$ cat src/rtl/muldiv_unit.sv
// ============================================================================
//  Module   : muldiv_unit
//  Purpose  : Iterative RV32M multiply/divide unit, one bit per cycle, with a
//             single-cycle register-file write on completion.
//             Optional macro MULDIV_EARLY_OUT_EN: special cases skip CALC.
//  Revision : 1.0  initial release
// ============================================================================
`default_nettype none

module muldiv_unit #(
    parameter int XLEN      = 32,
    parameter int REGADDR_W = 5
) (
    input  logic                 clk,
    input  logic                 rst_n,
    input  logic                 start,
    input  logic [2:0]           op,
    input  logic [XLEN-1:0]      rs1_val,
    input  logic [XLEN-1:0]      rs2_val,
    input  logic [REGADDR_W-1:0] rd_in,
    output logic                 busy,
    output logic                 done,
    output logic [XLEN-1:0]      result,
    output logic [REGADDR_W-1:0] rd_out,
    output logic                 wer
);

    localparam int CNT_W = $clog2(XLEN + 1);

    localparam logic [1:0] S_IDLE = 2'd0;
    localparam logic [1:0] S_CALC = 2'd1;
    localparam logic [1:0] S_DONE = 2'd2;

    localparam logic [2:0] OP_MUL    = 3'd0;
    localparam logic [2:0] OP_MULH   = 3'd1;
    localparam logic [2:0] OP_MULHSU = 3'd2;
    localparam logic [2:0] OP_DIV    = 3'd4;
    localparam logic [2:0] OP_REM    = 3'd6;

    localparam logic [CNT_W-1:0] CNT_LAST = CNT_W'(XLEN);
    localparam logic [XLEN-1:0]  INT_MIN  = {1'b1, {(XLEN-1){1'b0}}};

    logic [1:0]           state_q, state_d;
    logic [CNT_W-1:0]     cnt_q, cnt_d;
    logic [2:0]           op_q, op_d;
    logic [REGADDR_W-1:0] rd_q, rd_d;
    logic [XLEN-1:0]      hi_q, hi_d;
    logic [XLEN-1:0]      lo_q, lo_d;
    logic [XLEN-1:0]      mcand_q, mcand_d;
    logic                 neg_q, neg_d;
    logic                 negr_q, negr_d;
    logic                 spec_q, spec_d;
    logic [XLEN-1:0]      specv_q, specv_d;
    logic [XLEN-1:0]      result_q, result_d;

    // ------------------------------------------------------------------
    // Operand decode at issue
    // ------------------------------------------------------------------
    logic            w_a_signed, w_b_signed, w_a_neg, w_b_neg;
    logic [XLEN-1:0] w_a_mag, w_b_mag;
    logic            w_div0, w_ovf, w_mul0, w_special, w_early;
    logic [XLEN-1:0] w_spec_val;

    assign w_a_signed = (op == OP_MULH) || (op == OP_MULHSU) || (op == OP_DIV) || (op == OP_REM);
    assign w_b_signed = (op == OP_MULH) || (op == OP_DIV) || (op == OP_REM);
    assign w_a_neg    = w_a_signed & rs1_val[XLEN-1];
    assign w_b_neg    = w_b_signed & rs2_val[XLEN-1];
    assign w_a_mag    = w_a_neg ? (~rs1_val + 1'b1) : rs1_val;
    assign w_b_mag    = w_b_neg ? (~rs2_val + 1'b1) : rs2_val;

    assign w_div0    = op[2] && (rs2_val == '0);
    assign w_ovf     = op[2] && !op[0] && (rs1_val == INT_MIN) && (rs2_val == '1);
    assign w_mul0    = !op[2] && ((rs1_val == '0) || (rs2_val == '0));
    assign w_special = w_div0 || w_ovf || w_mul0;

    // Divide-by-zero must win over overflow: b == 0 can never be -1 anyway.
    always_comb begin
        w_spec_val = '0;
        if (w_div0)
            w_spec_val = op[1] ? rs1_val : '1;
        else if (w_ovf)
            w_spec_val = op[1] ? '0 : INT_MIN;
    end

`ifdef MULDIV_EARLY_OUT_EN
    assign w_early = start && w_special;
`else
    assign w_early = 1'b0;
`endif

    // ------------------------------------------------------------------
    // Iteration datapath: hi/lo hold the product, or remainder/quotient
    // ------------------------------------------------------------------
    logic [XLEN:0]     w_sum, w_trial, w_diff;
    logic [2*XLEN-1:0] w_prod, w_prod_fix;
    logic [XLEN-1:0]   w_quo, w_rem, w_final;

    assign w_sum      = {1'b0, hi_q} + (lo_q[0] ? {1'b0, mcand_q} : {(XLEN+1){1'b0}});
    assign w_trial    = {hi_q, lo_q[XLEN-1]};
    assign w_diff     = w_trial - {1'b0, mcand_q};
    assign w_prod     = {hi_q, lo_q};
    assign w_prod_fix = neg_q ? (~w_prod + 1'b1) : w_prod;
    assign w_quo      = neg_q ? (~lo_q + 1'b1) : lo_q;
    assign w_rem      = negr_q ? (~hi_q + 1'b1) : hi_q;

    always_comb begin
        if (spec_q)
            w_final = specv_q;
        else if (op_q[2])
            w_final = op_q[1] ? w_rem : w_quo;
        else if (op_q == OP_MUL)
            w_final = w_prod_fix[XLEN-1:0];
        else
            w_final = w_prod_fix[2*XLEN-1:XLEN];
    end

    // ------------------------------------------------------------------
    // FSM: state register
    // ------------------------------------------------------------------
    always_ff @(posedge clk or negedge rst_n) begin
        if (!rst_n)
            state_q <= S_IDLE;
        else
            state_q <= state_d;
    end

    // FSM: next state
    always_comb begin
        state_d = state_q;
        case (state_q)
            S_IDLE: if (start) state_d = w_early ? S_DONE : S_CALC;
            S_CALC: if (cnt_q == CNT_LAST) state_d = S_DONE;
            S_DONE: state_d = S_IDLE;
            default: state_d = S_IDLE;
        endcase
    end

    // FSM: outputs
    always_comb begin
        busy   = (state_q != S_IDLE);
        done   = (state_q == S_DONE);
        wer    = (state_q == S_DONE) && (rd_q != '0);
        result = result_q;
        rd_out = rd_q;
    end

    // ------------------------------------------------------------------
    // Datapath next-state
    // ------------------------------------------------------------------
    always_comb begin
        cnt_d    = cnt_q;
        op_d     = op_q;
        rd_d     = rd_q;
        hi_d     = hi_q;
        lo_d     = lo_q;
        mcand_d  = mcand_q;
        neg_d    = neg_q;
        negr_d   = negr_q;
        spec_d   = spec_q;
        specv_d  = specv_q;
        result_d = result_q;
        case (state_q)
            S_IDLE: begin
                if (start) begin
                    op_d    = op;
                    rd_d    = rd_in;
                    cnt_d   = '0;
                    hi_d    = '0;
                    neg_d   = w_a_neg ^ w_b_neg;
                    negr_d  = w_a_neg;
                    spec_d  = w_special;
                    specv_d = w_spec_val;
                    if (op[2]) begin
                        mcand_d = w_b_mag;
                        lo_d    = w_a_mag;
                    end else begin
                        mcand_d = w_a_mag;
                        lo_d    = w_b_mag;
                    end
                    if (w_early)
                        result_d = w_spec_val;
                end
            end
            S_CALC: begin
                if (cnt_q == CNT_LAST) begin
                    result_d = w_final;
                end else begin
                    cnt_d = cnt_q + CNT_W'(1);
                    if (op_q[2]) begin
                        // Restoring division: keep the trial only when it did not go negative.
                        if (!w_diff[XLEN]) begin
                            hi_d = w_diff[XLEN-1:0];
                            lo_d = {lo_q[XLEN-2:0], 1'b1};
                        end else begin
                            hi_d = w_trial[XLEN-1:0];
                            lo_d = {lo_q[XLEN-2:0], 1'b0};
                        end
                    end else begin
                        hi_d = w_sum[XLEN:1];
                        lo_d = {w_sum[0], lo_q[XLEN-1:1]};
                    end
                end
            end
            default: ;
        endcase
    end

    always_ff @(posedge clk or negedge rst_n) begin
        if (!rst_n) begin
            cnt_q    <= '0;
            op_q     <= '0;
            rd_q     <= '0;
            hi_q     <= '0;
            lo_q     <= '0;
            mcand_q  <= '0;
            neg_q    <= 1'b0;
            negr_q   <= 1'b0;
            spec_q   <= 1'b0;
            specv_q  <= '0;
            result_q <= '0;
        end else begin
            cnt_q    <= cnt_d;
            op_q     <= op_d;
            rd_q     <= rd_d;
            hi_q     <= hi_d;
            lo_q     <= lo_d;
            mcand_q  <= mcand_d;
            neg_q    <= neg_d;
            negr_q   <= negr_d;
            spec_q   <= spec_d;
            specv_q  <= specv_d;
            result_q <= result_d;
        end
    end

endmodule

`default_nettype wire

$ cat config.mk
export PLATFORM = sky130hd
export DESIGN_NAME = muldiv_unit
export DESIGN_NICKNAME = d
export VERILOG_FILES = /design/src/rtl/muldiv_unit.sv
export SDC_FILE = /design/constraint.sdc
export NUM_CORES = 1
export LEC_CHECK = 0
export CAP_MARGIN = 0
export CORE_MARGIN = 4
export CORE_UTILIZATION = 32
export CTS_BUF_LIST = sky130_fd_sc_hd__clkbuf_16
export DETAILED_ROUTE_END_ITERATION = 16
export PLACE_DENSITY = 0.57
export SLEW_MARGIN = 30
export SYNTH_ARGS = -nofsm -noshare
export SYNTH_HDL_FRONTEND = slang
export SYNTH_SLANG_ARGS = --single-unit
$ cat constraint.sdc
create_clock -name clk -period 7.7 [get_ports clk]
set_clock_uncertainty 0.15 [all_clocks]
set_input_delay 1.54 -clock clk [delete_from_list [all_inputs] [get_ports clk]]
set_output_delay 1.54 -clock clk [all_outputs]
set_load 0.02 [all_outputs]
==> metrics.md, run 1 <==
| Metric | Value |
|---|---|
| Outcome | `finished, final reports clean` |
| CP max stage delay | `0.56 ns` |
| Worst Tran Pin Value | `1.06 ns` |
| Peak supply drop | `0.000277 V` |
| Critical path's top delay family | `simple AND/OR/NAND/NOR gates` |
| Vias in the first global route | `16026` |
| Synthesized flop and latch total | `179` |
| Routed len/inst | `23.0 um` |
| Cell variety after synth | `85` |
| Rows | `82` |
| Hold-fix buffers, CTS | `0` |
| Pre-antenna DRT Iters | `6` |
| Antenna viol nets, final | `0` |
| Syn nets | `2340` |
| CP Data Arrival Time | `4.88 ns` |
| Filler Cells Inserted | `5250` |
| Final WL | `66200 um` |
| Netlist Area Pre-Place | `16500 um^2` |
| Slew margin rel. | `29.1%` |
| CTS root buf | `clkbuf_16` |
| Post-synth EDFFs | `0` |
| Setup bufs post-CTS | `0` |
| Critical path class | `in2reg` |
| Cell area power density | `485 nW/um^2` |
| Critical Path, Cell by Cell | `clkdlybuf4s50_1, or3_1, or4_1, nor2_1, nand3_1, nor3_1, nand3_2, a21oi_1, a21o_1` |
| Tot GR Track Use | `23.2%` |
| Vias/cell | `5.87` |
| RSZ-0062 raised after global routing | `no` |
| Global-route wire length before repair | `101000 um` |
| Core Util, Final | `36.9%` |
| CP Buf/Inv Count | `1` |
| Predominant post-synthesis flop cell | `dfrtp_1` |
| Starting density of the core | `32.6%` |
| Fin nets | `2344` |
| Crit. End Element | `flop` |
| Leak pwr | `7.65 nW` |
| Critical path data required time | `7.97 ns` |
| Worst-skew pair later-pin latency | `0.49 ns` |
| Cts repair resizes | `0` |
| Grt ovf | `0` |
| Area delta synth->final | `13.2%` |
| Post-route minimum period | `4.61 ns` |
| Period utilisation layout | `59.9%` |
| Slew Limit Fails | `0` |
| DRC | `0` |
| Sequential share of the synthesized area | `27.1%` |
| Worst-path clk slew | `0.07 ns` |
| Worst setup SP type | `input port` |
| Longest Clk Path Bufs | `2` |
| DP HPWL | `50600 um` |
| Iter 0 DRT Violations | `1541` |
| Top cell type by total area after synthesis | `dfrtp_1` |
| Most frequent cells in the layout | `nand2_1, o21ai_0, a21oi_1` |
| Layout cells sized above 1 | `4.93%` |
| Crit Path Max Fanout | `31` |
| Hold Crit Class | `reg2reg` |
| Synth area leaders | `dfrtp_1, nand2_1, o21ai_0` |
| Largest net degree at the start of global routing | `99` |
| Commonest non-fill, non-tap cell in the layout | `nand2_1` |
| Fin. Hold Viols | `0` |
| Synth warnings | `0` |
| CTS tree | `built` |
| Fmax | `0.217 GHz` |
| Inserted Clock Buffers | `17` |
| Antenna cells | `0` |
| Max_cap viols | `0` |
| Synthesized instance count | `2192` |
| I/O pins | `115` |
| Area occupied by multi-input gates | `11200 um^2` |
| Slowest library cell on the worst path | `nand3_2` |
| Die Ht | `235 um` |
| Final setup vio count | `0` |
| Die width | `235 um` |
| Top cell type's share of synthesized area | `27.1%` |
| H-tree lvl count | `4` |
| Initial antenna violation count | `0` |
| Gpl congestion | `0.979` |
| Die Footprint | `55300 um^2` |
| Sum Neg Setup Slack | `0 ns` |
| Clock Sinks | `179` |
| Asr flop ratio synth | `100%` |
| Syn avg cell area | `7.53 um^2` |
| Core box area | `50600 um^2` |
| Via count | `16924` |
| PortBufs | `114` |
| Register area | `4480 um^2` |
-- cells in the mapped netlist, types with 14 or more instances --
cell type and number:
nand2_1 274, o21ai_0 205, a21oi_1 201, nor2_1 201, dfrtp_1 179, clkbuf_1 127
xnor2_1 106, xor2_1 96, ha_1 71, nand3_1 65, inv_1 62, mux2i_1 50
nor3_1 42, nor2b_1 40, a21o_1 38, o31ai_1 31, a31oi_1 24, nand2b_1 23
nand4_1 23, o211ai_1 21, a22oi_1 18, and3_1 18, a221oi_1 17, or3_1 17
buf_1 16, a211oi_1 15, o41ai_1 15, nor4_1 14
-- area by class of cell --
type,count,area share [%]
flip-flops and latches,179,24.0
inverters,63,1.27
repair buffers,139,7.08
well taps,672,4.50
multi-input cells,1796,60.2
clock buffers,17,2.28
clock inverters,15,0.743
-- stage by stage --
step / instances / area (um^2) / total power, W / hold WS [ns] / setup slack, ns
2_1_floorplan: 2192 / 16500 / 0.00616 / 0.292 / 3.90
3_3_place_gp: 2849 / 18100 / 0.00797 / 0.315 / 2.34
3_5_place_dp: 2849 / 18100 / 0.00804 / 0.324 / 2.63
4_1_cts: 2881 / 18700 / 0.00897 / 0.341 / 3.15
5_1_grt: 2881 / 18700 / 0.00974 / 0.363 / 2.84
6_report: 2881 / 18700 / 0.00906 / 0.337 / 3.09
-- path summary, 6_finish.rpt --
path	startpoint	to	slack (ns)	cells after the start
min in group asynchronous	rst_n	result[28]	0.92	1
max	rs2_val[13]	specv_q[0]	3.09	9
min reg2reg	result[13]	result[13]	0.34	2
max in group asynchronous	rst_n	mcand_q[31]	5.19	2
max reg2reg	lo_q[31]	hi_q[24]	3.31	13
min	result[13]	result[13]	0.34	2
-- cells by family after synthesis --
group / after synthesis / share of synthesized area (%)
AO/OA/AOI/OAI: 681 / 25.4
XOR/XNOR: 203 / 10.8
adder cells (fa/ha/maj): 73 / 5.62
buffers and inverters: 217 / 5.07
flip-flops: 179 / 27.1
multiplexers: 54 / 3.30
AND/OR/NAND/NOR: 785 / 22.7
-- per-layer routing --
layer | global-route usage, % | part of all wire, % | vias up
li1 | - | - | 7842
met1 | 32.1 | 44 | 8198
met2 | 36.3 | 45 | 749
met3 | 3.94 | 6.7 | 135
met4 | 8.68 | 4.4 | 0
met5 | 0 | 0 | -
-- power breakdown --
part	total [W]	internal [W]	leakage [nW]	switching, W
Clock	0.000883	0.000427	0.269	0.000456
Sequential	0.00205	0.00130	2.28	0.000746
Combinational	0.00613	0.00238	5.10	0.00375
-- worst min-delay path: stages, from the launching register on --
cell,delay [ns]
dfrtp_1,0.35
nand2_1,0.05
o21ai_0,0.06
-- state kept, by name, indices dropped and copies added, names as in the netlist --
name / count
lo_q: 32
hi_q: 32
spec_q: 1
state_q: 2
neg_q: 1
specv_q: 32
cnt_q: 6
result: 32
rd_out: 5
negr_q: 1
mcand_q: 32
op_q: 3
No activity file was read; power rests on OpenSTA's default activity.
==> inputs of run 2 (changes only) <==
PLACE_DENSITY = 0.58   (was 0.57)
clock period = 3.7 ns   (was 7.7 ns; I/O delays follow)
==> run 2 against run 1 <==
Sequential share of layout area shrank 1.9 points. Die area unchanged. Critical path depth increased by 4. Power up 130%. Via count rose by 3.5%. Clock power increased by 120%. Design area grew 8.5%. Highest routed layer unchanged.
==> metrics.md, run 2 (same netlist as run 1, synthesis figures left out) <==
| Metric | Value |
|---|---|
| Core box area | `50600 um^2 (unchanged)` |
| RSZ-0062 raised after global routing | `no` |
| I/O pins | `115 (unchanged)` |
| CTS root buf | `clkbuf_16` |
| Slowest library cell on the worst path | `or4_4` |
| DP HPWL | `54000 um (+6.6%)` |
| Gpl congestion | `0.984 (+0.49%)` |
| Via count | `17511 (+3.5%)` |
| Combinational power share | `72.3% (+4.6 points)` |
| Critical path class | `reg2reg` |
| Inserted Clock Buffers | `17 (unchanged)` |
| Critical path's top delay family | `simple AND/OR/NAND/NOR gates` |
| Tot GR Track Use | `23.9% (+0.69 points)` |
| Seq pwr share | `18.2% (-4.4 points)` |
| Clock Sinks | `179 (unchanged)` |
| CTS tree | `built` |
| Antenna viol nets, final | `0 (unchanged)` |
| Routed len/inst | `22.2 um (-3.3%)` |
| Max_cap viols | `0 (unchanged)` |
| Slew margin rel. | `40.9% (+12 points)` |
| Commonest non-fill, non-tap cell in the layout | `nand2_1` |
| Antenna cells | `0 (unchanged)` |
| Grt ovf | `0 (unchanged)` |
| Min Hold Slack | `0.170 ns (-0.167 ns)` |
| H-tree lvl count | `4 (unchanged)` |
| Area delta synth->final | `22.8%` |
| Finished Layout Cells | `3072 (+6.6%)` |
| Outcome | `finished, final reports clean` |
| Most frequent cells in the layout | `nand2_1, buf_4, o21ai_0` |
| Peak supply drop | `0.000548 V (+98%)` |
| Iter 0 DRT Violations | `1795 (+16%)` |
| Cell total after placement | `3039 (+6.7%)` |
| Hold-fix buffers, CTS | `0 (unchanged)` |
| Fin nets | `2535 (+8.1%)` |
| Net Switching | `0.0107 W (+120%)` |
| Final setup vio count | `0 (unchanged)` |
| Clock Power Share | `9.5% (-0.2 points)` |
| Fmax | `0.281 GHz` |
| Die Footprint | `55300 um^2 (unchanged)` |
| Initial antenna violation count | `0 (unchanged)` |
| Rows | `82 (unchanged)` |
| Cell area power density | `1020 nW/um^2 (+110%)` |
| Die Ht | `235 um (unchanged)` |
| Post-route minimum period | `3.56 ns` |
| Largest net degree at the start of global routing | `120 (+21%)` |
| CP Buf/Inv Count | `2 (+1)` |
| Sw frac | `52.1% (-2.6 points)` |
| Int Pwr | `0.00989 W (+140%)` |
| Fin. Hold Viols | `0 (unchanged)` |
| Starting density of the core | `32.6% (unchanged)` |
| Vias in the first global route | `16949 (+5.8%)` |
| CP max stage delay | `0.49 ns (-0.07 ns)` |
| Total Power | `0.0206 W (+130%)` |
| Critical path data required time | `3.95 ns (-4.02 ns)` |
| Worst-path clk slew | `0.08 ns (about the same)` |
| Die width | `235 um (unchanged)` |
| Leak pwr | `8.65 nW (+13%)` |
| Critical Path, Cell by Cell | `inv_1, buf_4, ha_1, and2b_1, nand2b_4, or4_4, or3_4, o21ai_0, xnor2_1, o32ai_1, a211oi_1, a21oi_1, o21ai_1` |
| DRC | `0 (unchanged)` |
| Final WL | `68300 um (+3.1%)` |
| Global-route wire length before repair | `104000 um (+2.9%)` |
| Worst Tran Pin Value | `0.886 ns (-0.178 ns)` |
| Worst-skew pair later-pin latency | `0.48 ns (about the same)` |
| Crit. End Element | `flop` |
| Pre-antenna DRT Iters | `6 (unchanged)` |
| PortBufs | `114 (unchanged)` |
| Period utilisation layout | `96.1%` |
| Hold Crit Class | `in2async` |
| Crit Path Max Fanout | `6 (-81%)` |
| Longest Clk Path Bufs | `2 (unchanged)` |
| CP Data Arrival Time | `3.80 ns (-1.08 ns)` |
| Worst setup SP type | `flop` |
| Vias/cell | `5.70 (-3.0%)` |
| Layout cells sized above 1 | `12.7% (+7.8 points)` |
| Slew Limit Fails | `0 (unchanged)` |
## run 2: layout make-up
cell class	instances	area [um^2]
fill	5211	30300
multi-input combinational	1796	11300
sequential	179	4480
timing repair buffer	330	2850
tap	672	841
clock buffer	17	425
inverter	63	236
clock inverter	15	185
## run 2: worst reg2reg max path: cells and delay by family (launching register included)
kind,cells,cell delay (ns)
flip-flops,1,0.48
adder cells (fa/ha/maj),1,0.25
AND/OR/NAND/NOR,4,1.26
AO/OA/AOI/OAI,5,0.89
XOR/XNOR,1,0.14
buffers and inverters,2,0.32
## run 2: metrics by stage
| step | worst slack [ns] | utilization [%] | setup TNS (ns) | area (um^2) |
|---|---|---|---|---|
| 2_1_floorplan | 0.332 | - | 0 | 16500 |
| 3_3_place_gp | -0.0116 | 38.8 | -0.0116 | 19600 |
| 3_5_place_dp | -0.0952 | 38.8 | -1.46 | 19600 |
| 4_1_cts | 0.0414 | 40.0 | 0 | 20200 |
| 5_1_grt | 0.0129 | 40.1 | 0 | 20300 |
| 6_report | 0.144 | 40.1 | 0 | 20300 |
## run 2: repair_timing
item / 4_1_cts / 5_1_grt
resized for setup: 2 / 9
buffers inserted: 0 / 1
setup endpoints to repair: 1 / 7
pin swaps: 0 / 1
## run 2: power groups by stage
stage / logic, W / registers (W) / clock network (W)
2_1_floorplan: 0.00945 / 0.00338 / 0
3_3_place_gp: 0.0144 / 0.00373 / 0
3_5_place_dp: 0.0145 / 0.00375 / 0
4_1_cts: 0.0146 / 0.00372 / 0.00199
5_1_grt: 0.0162 / 0.00384 / 0.00206
6_report: 0.0149 / 0.00376 / 0.00196
## run 2: path summary, 6_finish.rpt
| path | from | end | slack, ns | depth (start not counted) |
|---|---|---|---|---|
| worst max-delay path | hi_q[1] | result[20] | 0.14 | 13 |
| worst min-delay path | rst_n | result[15] | 0.17 | 2 |
| worst max register to register | hi_q[1] | result[20] | 0.14 | 13 |
| worst min register to register | specv_q[31] | specv_q[31] | 0.33 | 2 |
| max in group asynchronous | rst_n | cnt_q[4] | 2.62 | 2 |
| min in group clk | specv_q[31] | specv_q[31] | 0.33 | 2 |
## run 2: routing by layer
metal / global-route usage, % / part of all wire, % / vias up / wire [um]
met1: 33.7 / 45 / 8436 / 30800
met3: 4.02 / 7.2 / 125 / 4950
li1: - / - / 8222 / -
met2: 36.3 / 43 / 728 / 29500
met5: 0 / 0 / - / 0
met4: 9.94 / 4.5 / 0 / 3080
==> inputs of run 3 (changes only) <==
HOLD_SLACK_MARGIN = 0.15   (was default)
==> results of run 3 <==
Same layout as run 2: the final DEF is identical, and so are final timing and power.
